### config.mk
export PLATFORM = sky130hd
export DESIGN_NAME = display_update_ctrl
export DESIGN_NICKNAME = d
export VERILOG_FILES = /design/src/rtl/display_update_ctrl.sv
export SDC_FILE = /design/constraint.sdc
export NUM_CORES = 1
export LEC_CHECK = 0
export BUFFER_PORTS_ARGS = -buffer_cell sky130_fd_sc_hd__buf_2
export CAP_MARGIN = 40
export CORE_MARGIN = 2
export CORE_UTILIZATION = 60
export CTS_CLUSTER_DIAMETER = 150
export DETAILED_ROUTE_END_ITERATION = 16
export MAX_ROUTING_LAYER = met4
export PLACE_DENSITY = 0.84
export SYNTH_ARGS = -nofsm -noshare
export SYNTH_HDL_FRONTEND = slang
export SYNTH_SLANG_ARGS = --single-unit
### constraint.sdc
create_clock -name clk -period 5.93 [get_ports clk]
set_clock_uncertainty 0.05 [all_clocks]
set_input_delay 0.8895 -clock clk [delete_from_list [all_inputs] [get_ports clk]]
set_output_delay 0.8895 -clock clk [all_outputs]
set_load 0.01 [all_outputs]
### src/rtl/display_update_ctrl.sv
// display_update_ctrl
// Two-requester front end for a 4-digit BCD display. Requesters hand over
// 14-bit binary values through a round-robin valid/ready handshake. Values
// above 9999 are clamped, and the result is converted to packed BCD by a
// sequential double-dabble engine at one shift per cycle. The new value is
// then held on the display for HOLD_CYCLES cycles before another request
// is accepted.
module display_update_ctrl #(
  parameter int HOLD_CYCLES = 1000
) (
  input  logic        clk,
  input  logic        reset,
  input  logic        req0_valid,
  input  logic [13:0] req0_data,
  output logic        req0_ready,
  input  logic        req1_valid,
  input  logic [13:0] req1_data,
  output logic        req1_ready,
  output logic [15:0] bcd_data,
  output logic        bcd_update,
  output logic        overflow,
  output logic        busy
);

  typedef enum logic [1:0] {
    IDLE    = 2'd0,
    CONVERT = 2'd1,
    HOLD    = 2'd2
  } state_t;

  // The hold counter counts down from HOLD_CYCLES-1 to zero. It keeps a
  // width of at least one bit so that HOLD_CYCLES of 0 or 1 still elaborates.
  localparam int              CNT_W     = (HOLD_CYCLES > 1) ? $clog2(HOLD_CYCLES) : 1;
  localparam logic [CNT_W-1:0] HOLD_LOAD = CNT_W'((HOLD_CYCLES > 0) ? HOLD_CYCLES - 1 : 0);
  localparam logic [3:0]      LAST_ITER = 4'd13;
  localparam logic [13:0]     MAX_VALUE = 14'd9999;

  // Double-dabble working register: [29:14] holds four BCD digits and
  // [13:0] holds the binary bits that have not yet been shifted in.
  state_t           r_state;
  logic             r_lastServed;
  logic [29:0]      r_shift;
  logic [3:0]       r_iter;
  logic [CNT_W-1:0] r_holdCnt;
  logic [15:0]      r_bcdData;
  logic             r_bcdUpdate;
  logic             r_overflow;

  logic             w_idle;
  logic             w_grant;
  logic             w_handshake;
  logic [13:0]      w_grantData;
  logic             w_isOver;
  logic [13:0]      w_clamped;
  logic [29:0]      w_adjusted;
  logic [29:0]      w_shiftNext;

  assign w_idle = (r_state == IDLE);

  // Round-robin grant. A lone valid requester wins. On a tie the requester
  // not served last wins. With no valid requester the grant parks on the
  // one that would win the next tie.
  always_comb begin
    w_grant = ~r_lastServed;
    if (req0_valid && !req1_valid) begin
      w_grant = 1'b0;
    end else if (req1_valid && !req0_valid) begin
      w_grant = 1'b1;
    end
  end

  assign req0_ready  = w_idle && !w_grant;
  assign req1_ready  = w_idle &&  w_grant;
  assign w_handshake = (req0_valid && req0_ready) || (req1_valid && req1_ready);

  assign w_grantData = w_grant ? req1_data : req0_data;
  assign w_isOver    = (w_grantData > MAX_VALUE);
  assign w_clamped   = w_isOver ? MAX_VALUE : w_grantData;

  // One double-dabble iteration: add 3 to any BCD digit of 5 or more,
  // then shift the whole register left by one bit.
  always_comb begin
    w_adjusted = r_shift;
    for (int d = 0; d < 4; d++) begin
      if (r_shift[14 + 4*d +: 4] > 4'd4) begin
        w_adjusted[14 + 4*d +: 4] = r_shift[14 + 4*d +: 4] + 4'd3;
      end
    end
    w_shiftNext = w_adjusted << 1;
  end

  // Control FSM: handles capture and clamping on the handshake, fourteen
  // conversion steps, the display load with a one-cycle update pulse, and
  // the hold period.
  always_ff @(posedge clk or posedge reset) begin
    if (reset) begin
      r_state      <= IDLE;
      r_lastServed <= 1'b1;
      r_shift      <= '0;
      r_iter       <= '0;
      r_holdCnt    <= '0;
      r_bcdData    <= '0;
      r_bcdUpdate  <= 1'b0;
      r_overflow   <= 1'b0;
    end else begin
      r_bcdUpdate <= 1'b0;
      case (r_state)
        IDLE: begin
          if (w_handshake) begin
            r_lastServed <= w_grant;
            r_overflow   <= w_isOver;
            r_shift      <= {16'd0, w_clamped};
            r_iter       <= '0;
            r_state      <= CONVERT;
          end
        end
        CONVERT: begin
          r_shift <= w_shiftNext;
          if (r_iter == LAST_ITER) begin
            r_bcdData   <= w_shiftNext[29:14];
            r_bcdUpdate <= 1'b1;
            if (HOLD_CYCLES == 0) begin
              r_state <= IDLE;
            end else begin
              r_holdCnt <= HOLD_LOAD;
              r_state   <= HOLD;
            end
          end else begin
            r_iter <= r_iter + 4'd1;
          end
        end
        HOLD: begin
          if (r_holdCnt == '0) begin
            r_state <= IDLE;
          end else begin
            r_holdCnt <= r_holdCnt - CNT_W'(1);
          end
        end
        default: begin
          r_state <= IDLE;
        end
      endcase
    end
  end

  assign bcd_data   = r_bcdData;
  assign bcd_update = r_bcdUpdate;
  assign overflow   = r_overflow;
  assign busy       = !w_idle;

endmodule
Yosys cells after proc, flatten, opt, wreduce, memory -nomap -nowiden
Cells that the tools add are included.

storage, ports and cells
  bits in registers = 65
  input port bits = 32
  output and inout bits = 21
  word-level logic and storage cells = 71

cells by class
  $add $sub $neg = 6
  order comparisons = 5
  equal/unequal tests = 8
  mux-type cells = 22
  bitwise gates (word level) = 1
  reduce and logical (&&, ||, !) cells = 21

operators by type and width
  cell                                                                             number
  30-bit case mux with 2 select lines                                              1
  30-bit two-way mux                                                               1
  14-bit two-way mux                                                               2
  10-bit two-way mux                                                               2
  4-bit two-way mux                                                                5
  10-bit case mux with 2 select lines                                              1
  4-bit by 3-bit greater-than comparator with 1-bit output, second input constant  4
  14-bit greater-than comparator, second input constant                            1
  4-bit by 2-bit adder with 4-bit output, second input constant                    3
  10-bit zero test                                                                 1
  10-bit by 1-bit subtractor with 10-bit output, second input constant             1
  3-bit AND reduction                                                              3
  2-bit inequality test, second input constant                                     4
  4-bit case mux with 2 select lines                                               1
  1-bit logical AND                                                                6
  2-bit two-way mux                                                                3
  2-bit case mux with 3 select lines                                               1
  2-bit AND reduction                                                              3
  4-bit by 1-bit adder with 4-bit output, second input constant                    1
  4-bit == test, second input constant                                             1
  1-bit zero test                                                                  4
  1-bit two-way mux                                                                4
  2-bit nonzero test                                                               2
  3-bit by 2-bit adder with 3-bit output, second input constant                    1
  other kinds (7)                                                                  7

Logic depth before layout (Yosys ltp)
Gate-level depths: netlist of run 1.

  depth after elaboration = 10
  depth in mapped cells = 9
  mapped depth without buffers = 7

Worst setup path after synthesis of run 1
No wires, ideal clock.

  path kind = input to output
  start point = input req1_valid
  end point = output req0_ready
  data arrival time = 1.854 ns
  data required time = 4.990 ns
  setup slack = 3.136 ns
  stages = 6
  path buffers = 3
  cells stage by stage = nand2b_1 -> buf_2 -> a21o_1 -> buf_2 -> buf_2 -> nor2_1

on the way
  longest elaborated chain between the ends = 5
  elaborated cells between the ends (all ways) = 7
  classes of those cells = 2 x mux; 5 x reduce/logical

RTL lines
  item                                                    line    RTL
  start, declared                                         16      input logic req1_valid,
  1-bit logical AND or 1-bit zero test (tied branches)    67, 65
  1-bit two-way mux or 1-bit logical AND (tied branches)  67, 65
  1-bit two-way mux *                                     65      if (req0_valid && !req1_valid) begin
  1-bit zero test *                                       72      assign req0_ready = w_idle && !w_grant;
  1-bit logical AND *                                     72
  end, declared                                           15      output logic req0_ready,

Every way passes the cells marked *; elsewhere a longest branch is shown, timed or not.

Worst setup path in the final report of run 1
  start point = input req1_valid
  end point = output req1_ready

on the way
  longest elaborated chain between the ends = 4
  elaborated cells between the ends (all ways) = 6
  classes of those cells = 2 x mux; 4 x reduce/logical

RTL lines
  item                                                    line    RTL
  1-bit logical AND or 1-bit zero test (tied branches)    67, 65
  1-bit two-way mux or 1-bit logical AND (tied branches)  67, 65
  1-bit two-way mux *                                     65
  1-bit logical AND *                                     73      assign req1_ready = w_idle && w_grant;
  end, declared                                           18      output logic req1_ready,

Marks and branches as above.

==> impl_metrics.env, run 1 <==
export IMPL_status="finished clean"
export IMPL_instances_no_fill=498
export IMPL_clk_latency_ns=0.34
export IMPL_ys_seq_elements=65
export IMPL_synth_largest_area_cell="dfrtp_1"
export IMPL_avgSynthCellArea_um2=9.29
export IMPL_cts_root_buffer="clkbuf_8"
export IMPL_dp_cells=482
export IMPL_cpMostUsedCell="buf_2"
export IMPL_dpl_hpwl_um=5250
export IMPL_slew_violations=0
export IMPL_ys_warn_count=0
export IMPL_wl_met3_um=389
export IMPL_met2WireLength_um=3660
export IMPL_htree_num_levels=3
export IMPL_synth_edf_count=0
export IMPL_ios=53
export IMPL_grt_use_total_pct=26.6
export IMPL_cts_buffers=9
export IMPL_rsz0062_at_grt="false"
export IMPL_hold_buffers=0
export IMPL_seq_area_frac_synth_pct=47.2
export IMPL_drcViolationCount=0
export IMPL_slowest_delay_ns=0.59
export IMPL_ys_flop_type="dfrtp_1"
export IMPL_ys_types=47
export IMPL_fin_ws_ns=2.75
export IMPL_cp_start_kind="input port"
export IMPL_grt_pass1_wl_um=12600
export IMPL_drive_gt1_share_pct=20.9
export IMPL_cp_top_family="compound AO/OA/AOI/OAI gates"
export IMPL_nets=463
export IMPL_route_top_layer_used="met4"
export IMPL_start_util_pct=62.2
export IMPL_syn_area_um2=3450
export IMPL_crit_chain="buf_2, nand2b_1, a21o_1, and2_1, buf_2"
export IMPL_clockBufferDepth=2
export IMPL_crit_type="in2out"
export IMPL_clk_pin_slew_worst_paths_ns=0.07
export IMPL_die_w_um=79.8
export IMPL_cp_data_required_time_ns=4.99
export IMPL_synth_nets=413
export IMPL_fmax_ghz=0.315
export IMPL_netlist_area_leader_share_pct=46.5
export IMPL_fillers=440
export IMPL_clock_sinks=65
export IMPL_cts_setup_buffers=0
export IMPL_vias=2906
export IMPL_cts_resized_gates=0
export IMPL_ir_drop_mv=0.357
export IMPL_timing_setup_tns_ns=0
export IMPL_dieArea_um2=6370
export IMPL_rows=27
export IMPL_antennaDiodeCount=0
export IMPL_p_leak_nw=1.85
export IMPL_cts_tree="yes"
export IMPL_die_h_um=79.8
export IMPL_wl_um=7410
export IMPL_wl_met1_um=3260
export IMPL_place_ws_ns=2.73
export IMPL_worstMarginPinSlew_ns=0.809
export IMPL_grt_overflow_total=0
export IMPL_drt_wirelength_per_cell_um=14.9
export IMPL_antenna_found_initial=0
export IMPL_max_cap_viol_count=0
export IMPL_port_buffers=52
export IMPL_cp_arrival_ns=2.24
export IMPL_setup_violations=0
export IMPL_grt_max_degree=66
export IMPL_synthToLayoutAreaGrowth_pct=14.0
export IMPL_hold_violations=0
export IMPL_powerDensity_nw_per_um2=546
export IMPL_fin_crit_sh_pct=53.6
export IMPL_hp_class="reg2reg"
export IMPL_period_minus_slack_ns=3.18
export IMPL_end_kind="primary output"
export IMPL_fin_util_pct=70.9
export IMPL_grt_pass1_vias=2785
export IMPL_vias_per_cell=5.84
export IMPL_gp_congestion=0.832
export IMPL_whs_ns=0.421
export IMPL_worstPathMaxFanout=15
export IMPL_path_buf_inv=2
export IMPL_core_area_um2=5540
export IMPL_cp_slowest_cell="a21o_1"
export IMPL_slew_headroom_pct=46.1
export IMPL_async_flop_share_pct=100
export IMPL_ant_nets=0
export IMPL_drt_iter0_markers=267
export IMPL_synth_area_leaders="dfrtp_1 (46%), nand2_1 (4.8%), o21ai_0 (4.2%)"
export IMPL_syn_inst=371
export IMPL_drt_pass1_iter_count=4
==> tightest hold or removal path, cell delays in order, from the launching register on <==
cell and delay [ns]:
dfrtp_1 0.34, nand2_1 0.05, nand2_1 0.05
==> layout by cell type (no fill, tap or decap), types with 2 or more instances in the layout <==
cell,count
a211oi_1,9
a21bo_2,3
a21boi_0,2
a21o_1,2
a21oi_1,25
a22o_1,5
a22oi_1,2
a31oi_1,9
and2_1,2
and3_1,3
buf_2,52
buf_4,3
clkbuf_1,3
clkbuf_8,11
dfrtp_1,64
ha_1,10
inv_1,22
mux2_2,10
mux2i_1,8
nand2_1,44
nand2b_1,6
nand3b_1,2
nand4_1,2
nor2_1,27
nor2b_1,3
nor3_1,14
o211ai_1,3
o21ai_0,29
o21ai_1,5
o22ai_1,9
o2bb2ai_1,4
o31ai_1,4
xnor2_1,5
xor2_1,6
==> where the power goes <==
part	internal, mW	total, mW	switching (mW)
Sequential	0.660	0.819	0.158
Clock	0.175	0.341	0.166
Combinational	0.410	0.986	0.576
Total	1.25	2.15	0.901
==> state kept, by name (all words and copies together), names as in the netlist <==
register      flops
r_shift          30
bcd_data         16
overflow          1
r_iter            4
r_state           2
r_lastServed      1
r_holdCnt        10
bcd_update        1
==> kinds of logic after synthesis <==
| logic type | count (synthesis) | synth area share [%] |
|---|---|---|
| AOI/OAI and AO/OA | 115 | 20.8 |
| and+or+nand+nor | 112 | 15.2 |
| DFF | 65 | 47.2 |
| buffers and inverters | 40 | 4.72 |
| muxes | 18 | 5.59 |
| xor gates and xnor gates | 11 | 2.79 |
| adders and majority gates | 10 | 3.63 |
==> layout make-up <==
| type | instances | area (um^2) | share of cell area [%] |
|---|---|---|---|
| multi-input combinational | 266 | 1660 | 42.2 |
| sequential | 65 | 1630 | 41.4 |
| clock inverter | 2 | 12.5 | 0.318 |
| inverter | 23 | 86.3 | 2.20 |
| tap | 72 | 90.1 | 2.29 |
| timing repair buffer | 56 | 294 | 7.48 |
| clock buffer | 14 | 163 | 4.14 |
==> through the flow <==
step,instance area [um^2],power [mW]
after floorplan,3450,1.53
after global placement,3740,1.74
after detailed placement,3750,1.80
final,3930,2.15
after CTS,3930,2.15
after global routing,3930,2.33
==> synth_stat cells (all sizes together) (2+ instances only) <==
cell,count
ha,10
nand2b,6
xor2,6
a211oi,9
xnor2,5
o22ai,9
o2bb2ai,4
o31ai,4
nor2,27
clkbuf,12
a22o,5
nand4,2
a21bo,3
mux2i,8
a21o,2
nand2,44
or2,2
a31oi,9
o21ai,34
mux2,10
a22oi,2
a21boi,2
buf,5
inv,23
nand3b,2
and2,2
a21oi,25
and3,4
dfrtp,64
nor3,14
o211ai,3
nor2b,3
==> layer usage <==
metal  vias up  GRT usage, %
li1       1420             -
met4         0          10.7
met5         -             -
met2        93          41.8
met3         8          6.45
met1      1385          33.3
==> final timing paths <==
check	from	endpoint	cells after the start	slack [ns]
setup / recovery	req1_valid	req1_ready	5	2.75
min in group asynchronous	reset	r_holdCnt[1]	3	0.71
hold reg to reg	bcd_data[6]	bcd_data[6]	2	0.42
hold / removal	bcd_data[6]	bcd_data[6]	2	0.42
max in group asynchronous	reset	r_shift[14]	3	4.57
setup reg to reg	r_state[0]	r_holdCnt[7]	7	3.35
No activity file was read; power rests on OpenSTA's default activity.
==> run 2: changes to the inputs <==
--- a/config.mk
+++ b/config.mk
@@ -5,14 +5,15 @@
 export SDC_FILE = /design/constraint.sdc
 export NUM_CORES = 1
 export LEC_CHECK = 0
+export ABC_AREA = 1
 export BUFFER_PORTS_ARGS = -buffer_cell sky130_fd_sc_hd__buf_2
 export CAP_MARGIN = 40
 export CORE_MARGIN = 2
-export CORE_UTILIZATION = 60
+export CORE_UTILIZATION = 51
 export CTS_CLUSTER_DIAMETER = 150
 export DETAILED_ROUTE_END_ITERATION = 16
 export MAX_ROUTING_LAYER = met4
-export PLACE_DENSITY = 0.84
+export PLACE_DENSITY = 0.76
 export SYNTH_ARGS = -nofsm -noshare
 export SYNTH_HDL_FRONTEND = slang
 export SYNTH_SLANG_ARGS = --single-unit
==> constraint.sdc (replaced) <==
create_clock -name clk -period 2.9 [get_ports clk]
set_clock_uncertainty 0.05 [all_clocks]
set_input_delay 0.435 -clock clk [delete_from_list [all_inputs] [get_ports clk]]
set_output_delay 0.435 -clock clk [all_outputs]
set_load 0.01 [all_outputs]
==> run 2 against run 1 <==
  * Worst setup slack worse by 1.9 ns
  * Synthesized area down 1.6%
  * Largest cell class is now flip-flops and latches
  * Routed wire length down 4.2%
  * Sequential power up 11%
  * Critical path type is now reg2reg
  * Critical endpoint is now r_holdCnt[8]
  * Non-clock buffer count unchanged
==> impl_metrics.env, run 2 <==
export IMPL_comb_power_share_pct=6.3
export IMPL_drt_iter0_markers=159
export IMPL_max_cap_viol_count=0
export IMPL_antenna_found_initial=0
export IMPL_hold_violations=0
export IMPL_swShare_pct=22.0
export IMPL_synthXorXnorAreaFrac_pct=2.07
export IMPL_grt_pass1_vias=2775
export IMPL_power_frac_clock_pct=44.2
export IMPL_cts_buffers=9
export IMPL_netlist_area_leader_share_pct=47.2
export IMPL_r2r_start="r_holdCnt[0]"
export IMPL_fin_crit_sh_pct=71.2
export IMPL_dp_cells=540
export IMPL_p_leak_nw=2.07
export IMPL_ys_flop_type="dfrtp_1"
export IMPL_hold_buffers=0
export IMPL_synth_fa_ha_area_share_pct=3.69
export IMPL_cts_tree="yes"
export IMPL_synth_area_leaders="dfrtp_1 (47%), nand2_1 (12%), o21ai_0 (5.5%)"
export IMPL_grt_max_degree=43
export IMPL_die_w_um=85.5
export IMPL_vias_per_cell=5.18
export IMPL_synth_compound_area_share_pct=13.1
export IMPL_fin_util_pct=61.1
export IMPL_setup_violations=0
export IMPL_clockBufferDepth=2
export IMPL_synthMuxAreaShare_pct=0.295
export IMPL_hp_class="in2async"
export IMPL_avgSynthCellArea_um2=8.03
export IMPL_cpMostUsedCell="o21ai_0"
export IMPL_drt_pass1_iter_count=4
export IMPL_clock_sinks=65
export IMPL_slew_violations=0
export IMPL_fillers=565
export IMPL_status="finished clean"
export IMPL_seq_area_frac_synth_pct=48.0
export IMPL_dpl_hpwl_um=5010
export IMPL_async_flop_share_pct=100
export IMPL_grt_overflow_total=0
export IMPL_cp_data_required_time_ns=3.12
export IMPL_timing_setup_tns_ns=0
export IMPL_cts_setup_buffers=0
export IMPL_period_minus_slack_ns=2.06
export IMPL_ir_drop_mv=0.253
export IMPL_seq_power_share_pct=49.4
export IMPL_drt_wirelength_per_cell_um=12.8
export IMPL_layout_common_cells="nand2_1 (112), dfrtp_1 (64), buf_2 (52)"
export IMPL_synth_top_family_by_area="simple AND/OR/NAND/NOR gates"
export IMPL_syn_inst=422
export IMPL_startpoint="r_holdCnt[0]"
export IMPL_die_h_um=85.5
export IMPL_cts_resized_gates=0
export IMPL_crit_chain="inv_1, ha_1, nand4_1, o21ai_0, nand2_1, nand3_1, nor3_1, o21ai_0"
export IMPL_worstMarginPinSlew_ns=0.535
export IMPL_end_kind="flip-flop"
export IMPL_cp_slowest_cell="nand2_1"
export IMPL_grt_pass1_wl_um=12500
export IMPL_vias=2874
export IMPL_mostFrequentLayoutCell="nand2_1"
export IMPL_clk_latency_ns=0.34
export IMPL_worstPathMaxFanout=15
export IMPL_slew_headroom_pct=64.0
export IMPL_synthToLayoutAreaGrowth_pct=15.0
export IMPL_rsz0062_at_grt="false"
export IMPL_dieArea_um2=7320
export IMPL_largest_reg_flops=30
export IMPL_rows=29
export IMPL_antennaDiodeCount=0
export IMPL_clk_pin_slew_worst_paths_ns=0.07
export IMPL_ys_types=30
export IMPL_internal_power_mw=1.44
export IMPL_ys_warn_count=0
export IMPL_drcViolationCount=0
export IMPL_netSwitchingPower_mw=0.406
export IMPL_ys_seq_elements=65
export IMPL_syn_area_um2=3390
export IMPL_port_buffers=52
export IMPL_cts_root_buffer="clkbuf_8"
export IMPL_synth_simple_area_share_pct=24.2
export IMPL_synth_nets=464
export IMPL_synth_edf_count=0
export IMPL_yosys_cell_count_top_type="nand2_1"
export IMPL_drive_gt1_share_pct=18.8
export IMPL_synth_common_cells="nand2_1 (112), dfrtp_1 (64), inv_1 (49)"
export IMPL_finalPower_mw=1.84
export IMPL_cp_arrival_ns=2.28
export IMPL_core_area_um2=6390
export IMPL_nets=516
export IMPL_fmax_ghz=0.484
export IMPL_wl_um=7100
export IMPL_instances_no_fill=555
export IMPL_ios=53
export IMPL_gp_congestion=0.901
export IMPL_regMostFlops="r_shift"
export IMPL_start_util_pct=53.1
export IMPL_cp_start_kind="flip-flop"
export IMPL_ant_nets=0
export IMPL_crit_type="reg2reg"
export IMPL_powerDensity_nw_per_um2=473
export IMPL_htree_num_levels=3
export IMPL_synth_largest_area_cell="dfrtp_1"
export IMPL_grt_use_total_pct=22.0
export IMPL_slowest_delay_ns=0.38
run 2: layout make-up:
| class | count | area (um^2) | area share [%] |
|---|---|---|---|
| Clock buffer | 13 | 179 | 4.59 |
| Clock inverter | 2 | 35.0 | 0.898 |
| Inverter | 54 | 203 | 5.20 |
| Multi-Input combinational cell | 288 | 1470 | 37.7 |
| Sequential cell | 65 | 1630 | 41.7 |
| Tap cell | 77 | 96.3 | 2.47 |
| Timing Repair Buffer | 56 | 290 | 7.44 |
run 2: worst max-delay path: cells and delay by family (launching register included):
| kind | cells | cell delay [ns] |
|---|---|---|
| compound gates | 2 | 0.45 |
| fa+ha+maj | 1 | 0.25 |
| buf+inv | 1 | 0.10 |
| flops | 1 | 0.36 |
| simple gates | 4 | 0.79 |
run 2: power groups by stage:
| stage | combinational, mW | clock, mW | sequential (mW) |
|---|---|---|---|
| 2_1_floorplan | 0.0803 | 0 | 0.929 |
| 3_3_place_gp | 0.116 | 0 | 0.928 |
| 3_5_place_dp | 0.118 | 0 | 0.928 |
| 4_1_cts | 0.118 | 0.833 | 0.911 |
| 5_1_grt | 0.137 | 0.881 | 0.910 |
| 6_report | 0.117 | 0.815 | 0.911 |
run 2: path summary, 6_finish.rpt:
path	end	cells after the start	slack (ns)
min	r_iter[1]	3	0.08
min in group clk	r_shift[2]	5	0.36
max reg2reg	r_holdCnt[8]	8	0.84
min reg2reg	bcd_data[12]	2	0.43
max	r_holdCnt[8]	8	0.84
max in group asynchronous	r_shift[2]	3	2.26
run 2: per-stage QoR:
| stage | hold slack (ns) | instance area, um^2 | worst slack [ns] |
|---|---|---|---|
| 2_1_floorplan | 0.399 | 3390 | 0.790 |
| 3_3_place_gp | 0.415 | 3690 | 0.964 |
| 3_5_place_dp | 0.419 | 3690 | 0.875 |
| 4_1_cts | 0.0796 | 3900 | 0.864 |
| 5_1_grt | 0.110 | 3900 | 0.631 |
| 6_report | 0.0762 | 3900 | 0.836 |
run 2: cells by family after synthesis:
kind of cell / after synthesis
muxes: 1
adders and majority gates: 10
xor gates and xnor gates: 8
buffers and inverters: 69
AOI/OAI and AO/OA: 78
and+or+nand+nor: 191
DFF: 65
run 2: layer usage:
metal,vias to the layer above,routed length [um],track usage [%],part of all wire [%]
met2,69,3250,33.9,46
met1,1322,3420,29.0,48
met3,15,320,5.68,4.5
li1,1468,-,-,-
met4,0,112,6.78,1.6
met5,-,0,-,0
==> run 3: changes to the inputs <==
--- a/config.mk
+++ b/config.mk
@@ -9,11 +9,11 @@
 export BUFFER_PORTS_ARGS = -buffer_cell sky130_fd_sc_hd__buf_2
 export CAP_MARGIN = 40
 export CORE_MARGIN = 2
-export CORE_UTILIZATION = 51
+export CORE_UTILIZATION = 57
 export CTS_CLUSTER_DIAMETER = 150
 export DETAILED_ROUTE_END_ITERATION = 16
 export MAX_ROUTING_LAYER = met4
-export PLACE_DENSITY = 0.76
+export PLACE_DENSITY = 0.8
 export SYNTH_ARGS = -nofsm -noshare
 export SYNTH_HDL_FRONTEND = slang
 export SYNTH_SLANG_ARGS = --single-unit
==> constraint.sdc (replaced) <==
create_clock -name clk -period 2.1 [get_ports clk]
set_clock_uncertainty 0.05 [all_clocks]
set_input_delay 0.315 -clock clk [delete_from_list [all_inputs] [get_ports clk]]
set_output_delay 0.315 -clock clk [all_outputs]
set_load 0.01 [all_outputs]
==> run 3 against run 2 <==
  * Non-clock buffer count grew 4
  * Clock power up 30%
  * Critical path depth unchanged
  * Sequential share of layout area fell by 0.28 points
  * Design area increased by 0.67%
  * Fmax grew 6.2%
  * Clock-buffer cell count is 4 lower
  * Total power is 35% higher
  * Register-to-register slack worse by 0.68 ns
  * Combinational power increased by 42%
  * Core utilization increased by 6.0 points
  * Largest power group unchanged
  * Routed wire length fell by 2.5%
==> impl_metrics.env, run 3 (same netlist as run 2, synthesis figures left out) <==
export IMPL_startpoint="r_holdCnt[0]"
export IMPL_clk_latency_ns=0.35
export IMPL_clk_pin_slew_worst_paths_ns=0.07
export IMPL_drt_pass1_iter_count=4
export IMPL_netSwitchingPower_mw=0.622
export IMPL_grt_pass1_wl_um=12100
export IMPL_cp_slowest_cell="o21ai_0"
export IMPL_cp_arrival_ns=2.13
export IMPL_ir_drop_mv=0.350
export IMPL_power_frac_clock_pct=42.7
export IMPL_rows=28
export IMPL_cp_start_kind="flip-flop"
export IMPL_clock_sinks=65
export IMPL_instances_no_fill=558
export IMPL_dp_cells=541
export IMPL_die_w_um=81.1
export IMPL_finalPower_mw=2.48
export IMPL_grt_max_degree=46
export IMPL_grt_pass1_vias=2826
export IMPL_reg2reg_slack_ns=0.16
export IMPL_reg2reg_depth=8
export IMPL_crit_chain="inv_1, ha_1, nand4_1, o21ai_0, nand2_2, buf_4, o21ai_0, o21ai_0"
export IMPL_drcViolationCount=0
export IMPL_endpoint="r_holdCnt[0]"
export IMPL_worstMarginPinSlew_ns=0.536
export IMPL_regToRegEndpoint="r_holdCnt[0]"
export IMPL_period_minus_slack_ns=1.94
export IMPL_timing_setup_tns_ns=0
export IMPL_crit_type="reg2reg"
export IMPL_status="finished clean"
export IMPL_whs_path_depth=5
export IMPL_powerDensity_nw_per_um2=633
export IMPL_grt_overflow_total=0
export IMPL_fmax_ghz=0.514
export IMPL_comb_power_share_pct=6.7
export IMPL_fin_crit_sh_pct=92.6
export IMPL_slowest_delay_ns=0.38
export IMPL_largest_reg_flops=30
export IMPL_die_h_um=81.1
export IMPL_gp_congestion=0.885
export IMPL_swShare_pct=25.1
export IMPL_vias=2902
export IMPL_antenna_found_initial=0
export IMPL_cts_root_buffer="clkbuf_8"
export IMPL_ios=53
export IMPL_mostFrequentLayoutCell="nand2_1"
export IMPL_cpMostUsedCell="o21ai_0"
export IMPL_drt_wirelength_per_cell_um=12.4
export IMPL_ant_nets=0
export IMPL_dpl_hpwl_um=4950
export IMPL_synthToLayoutAreaGrowth_pct=15.8
export IMPL_antennaDiodeCount=0
export IMPL_p_leak_nw=2.08
export IMPL_worstPathMaxFanout=10
export IMPL_drive_gt1_share_pct=19.7
export IMPL_core_area_um2=5850
export IMPL_wl_um=6920
export IMPL_internal_power_mw=1.86
export IMPL_end_kind="flip-flop"
export IMPL_cp_data_required_time_ns=2.29
export IMPL_whs_ns=0.219
export IMPL_max_cap_viol_count=0
export IMPL_setup_violations=0
export IMPL_hold_violations=0
export IMPL_cts_tree="yes"
export IMPL_vias_per_cell=5.20
export IMPL_nets=520
export IMPL_htree_num_levels=3
export IMPL_start_util_pct=58.0
export IMPL_layout_common_cells="nand2_1 (111), dfrtp_1 (64), buf_2 (52)"
export IMPL_grt_use_total_pct=24.2
export IMPL_port_buffers=52
export IMPL_seq_power_share_pct=50.6
export IMPL_dieArea_um2=6580
export IMPL_drt_iter0_markers=186
export IMPL_slew_headroom_pct=63.9
export IMPL_cts_buffers=9
export IMPL_regMostFlops="r_shift"
export IMPL_slew_violations=0
export IMPL_clockBufferDepth=2
export IMPL_hp_class="in2reg"
export IMPL_r2r_start="r_holdCnt[0]"
## run 3: cell count changes in the layout (fill, tap and decap cells not counted), sizes merged
cell,delta
clkinv,+2
clkinvlp,+3
clkbuf,-4
dlygate4sd3,+1
buf,+3
## run 3: worst min-delay path by stage
stage                            start     endpoint  slack [ns]
after floorplan            r_shift[10]  r_shift[10]        0.40
after CTS                 req1_data[2]   r_shift[2]        0.21
after global placement           reset   r_state[1]        0.31
after global routing      req1_data[1]   r_shift[1]        0.25
after detailed placement         reset   r_state[1]        0.31
final                     req1_data[2]   r_shift[2]        0.22
## run 3: per-stage QoR
step,util (%),area [um^2],setup slack (ns)
final,67.1,3930,0.156
after global routing,67.1,3930,-0.0222
after CTS,67.1,3920,0.195
after detailed placement,63.6,3720,0.204
after global placement,63.6,3720,0.244
after floorplan,-,3390,0.110
## run 3: cell type report
| type | instances | area [um^2] |
|---|---|---|
| fill | 474 | 1920 |
| timing repair buffer | 60 | 335 |
| sequential | 65 | 1630 |
| clock buffer | 9 | 124 |
| clock inverter | 7 | 71.3 |
| tap | 75 | 93.8 |
| inverter | 54 | 203 |
| multi-input combinational | 288 | 1470 |
## run 3: metal layers
layer  share of wire (%)  up-vias  global-route usage, %
li1                    -     1480                      -
met1                  46     1348                   29.9
met2                  48       65                   39.6
met3                 4.4        9                   5.00
met4                 1.3        0                   8.64
met5                   0        -                      -
## run 3: worst max-delay path, delay by kind of cell, from the launching register on
family	cells	cell delay, ns
AO/OA/AOI/OAI	3	0.53
adder cells (fa/ha/maj)	1	0.24
buffers and inverters	2	0.32
flip-flops	1	0.37
AND/OR/NAND/NOR	2	0.32
## run 3: power groups by stage
| stage | Clock (mW) | Sequential, mW | Combinational, mW |
|---|---|---|---|
| 2_1_floorplan | 0 | 1.28 | 0.111 |
| 3_3_place_gp | 0 | 1.28 | 0.162 |
| 3_5_place_dp | 0 | 1.28 | 0.166 |
| 4_1_cts | 1.07 | 1.26 | 0.168 |
| 5_1_grt | 1.13 | 1.26 | 0.191 |
| 6_report | 1.06 | 1.26 | 0.166 |
## run 3: what timing repair did
| action | CTS | global route |
|---|---|---|
| hold endpoints to repair | 19 | 0 |
| setup endpoints to repair | 0 | 2 |
| gates resized for setup | 0 | 1 |
| setup buffers | 0 | 0 |
| hold buffers | 1 | 0 |
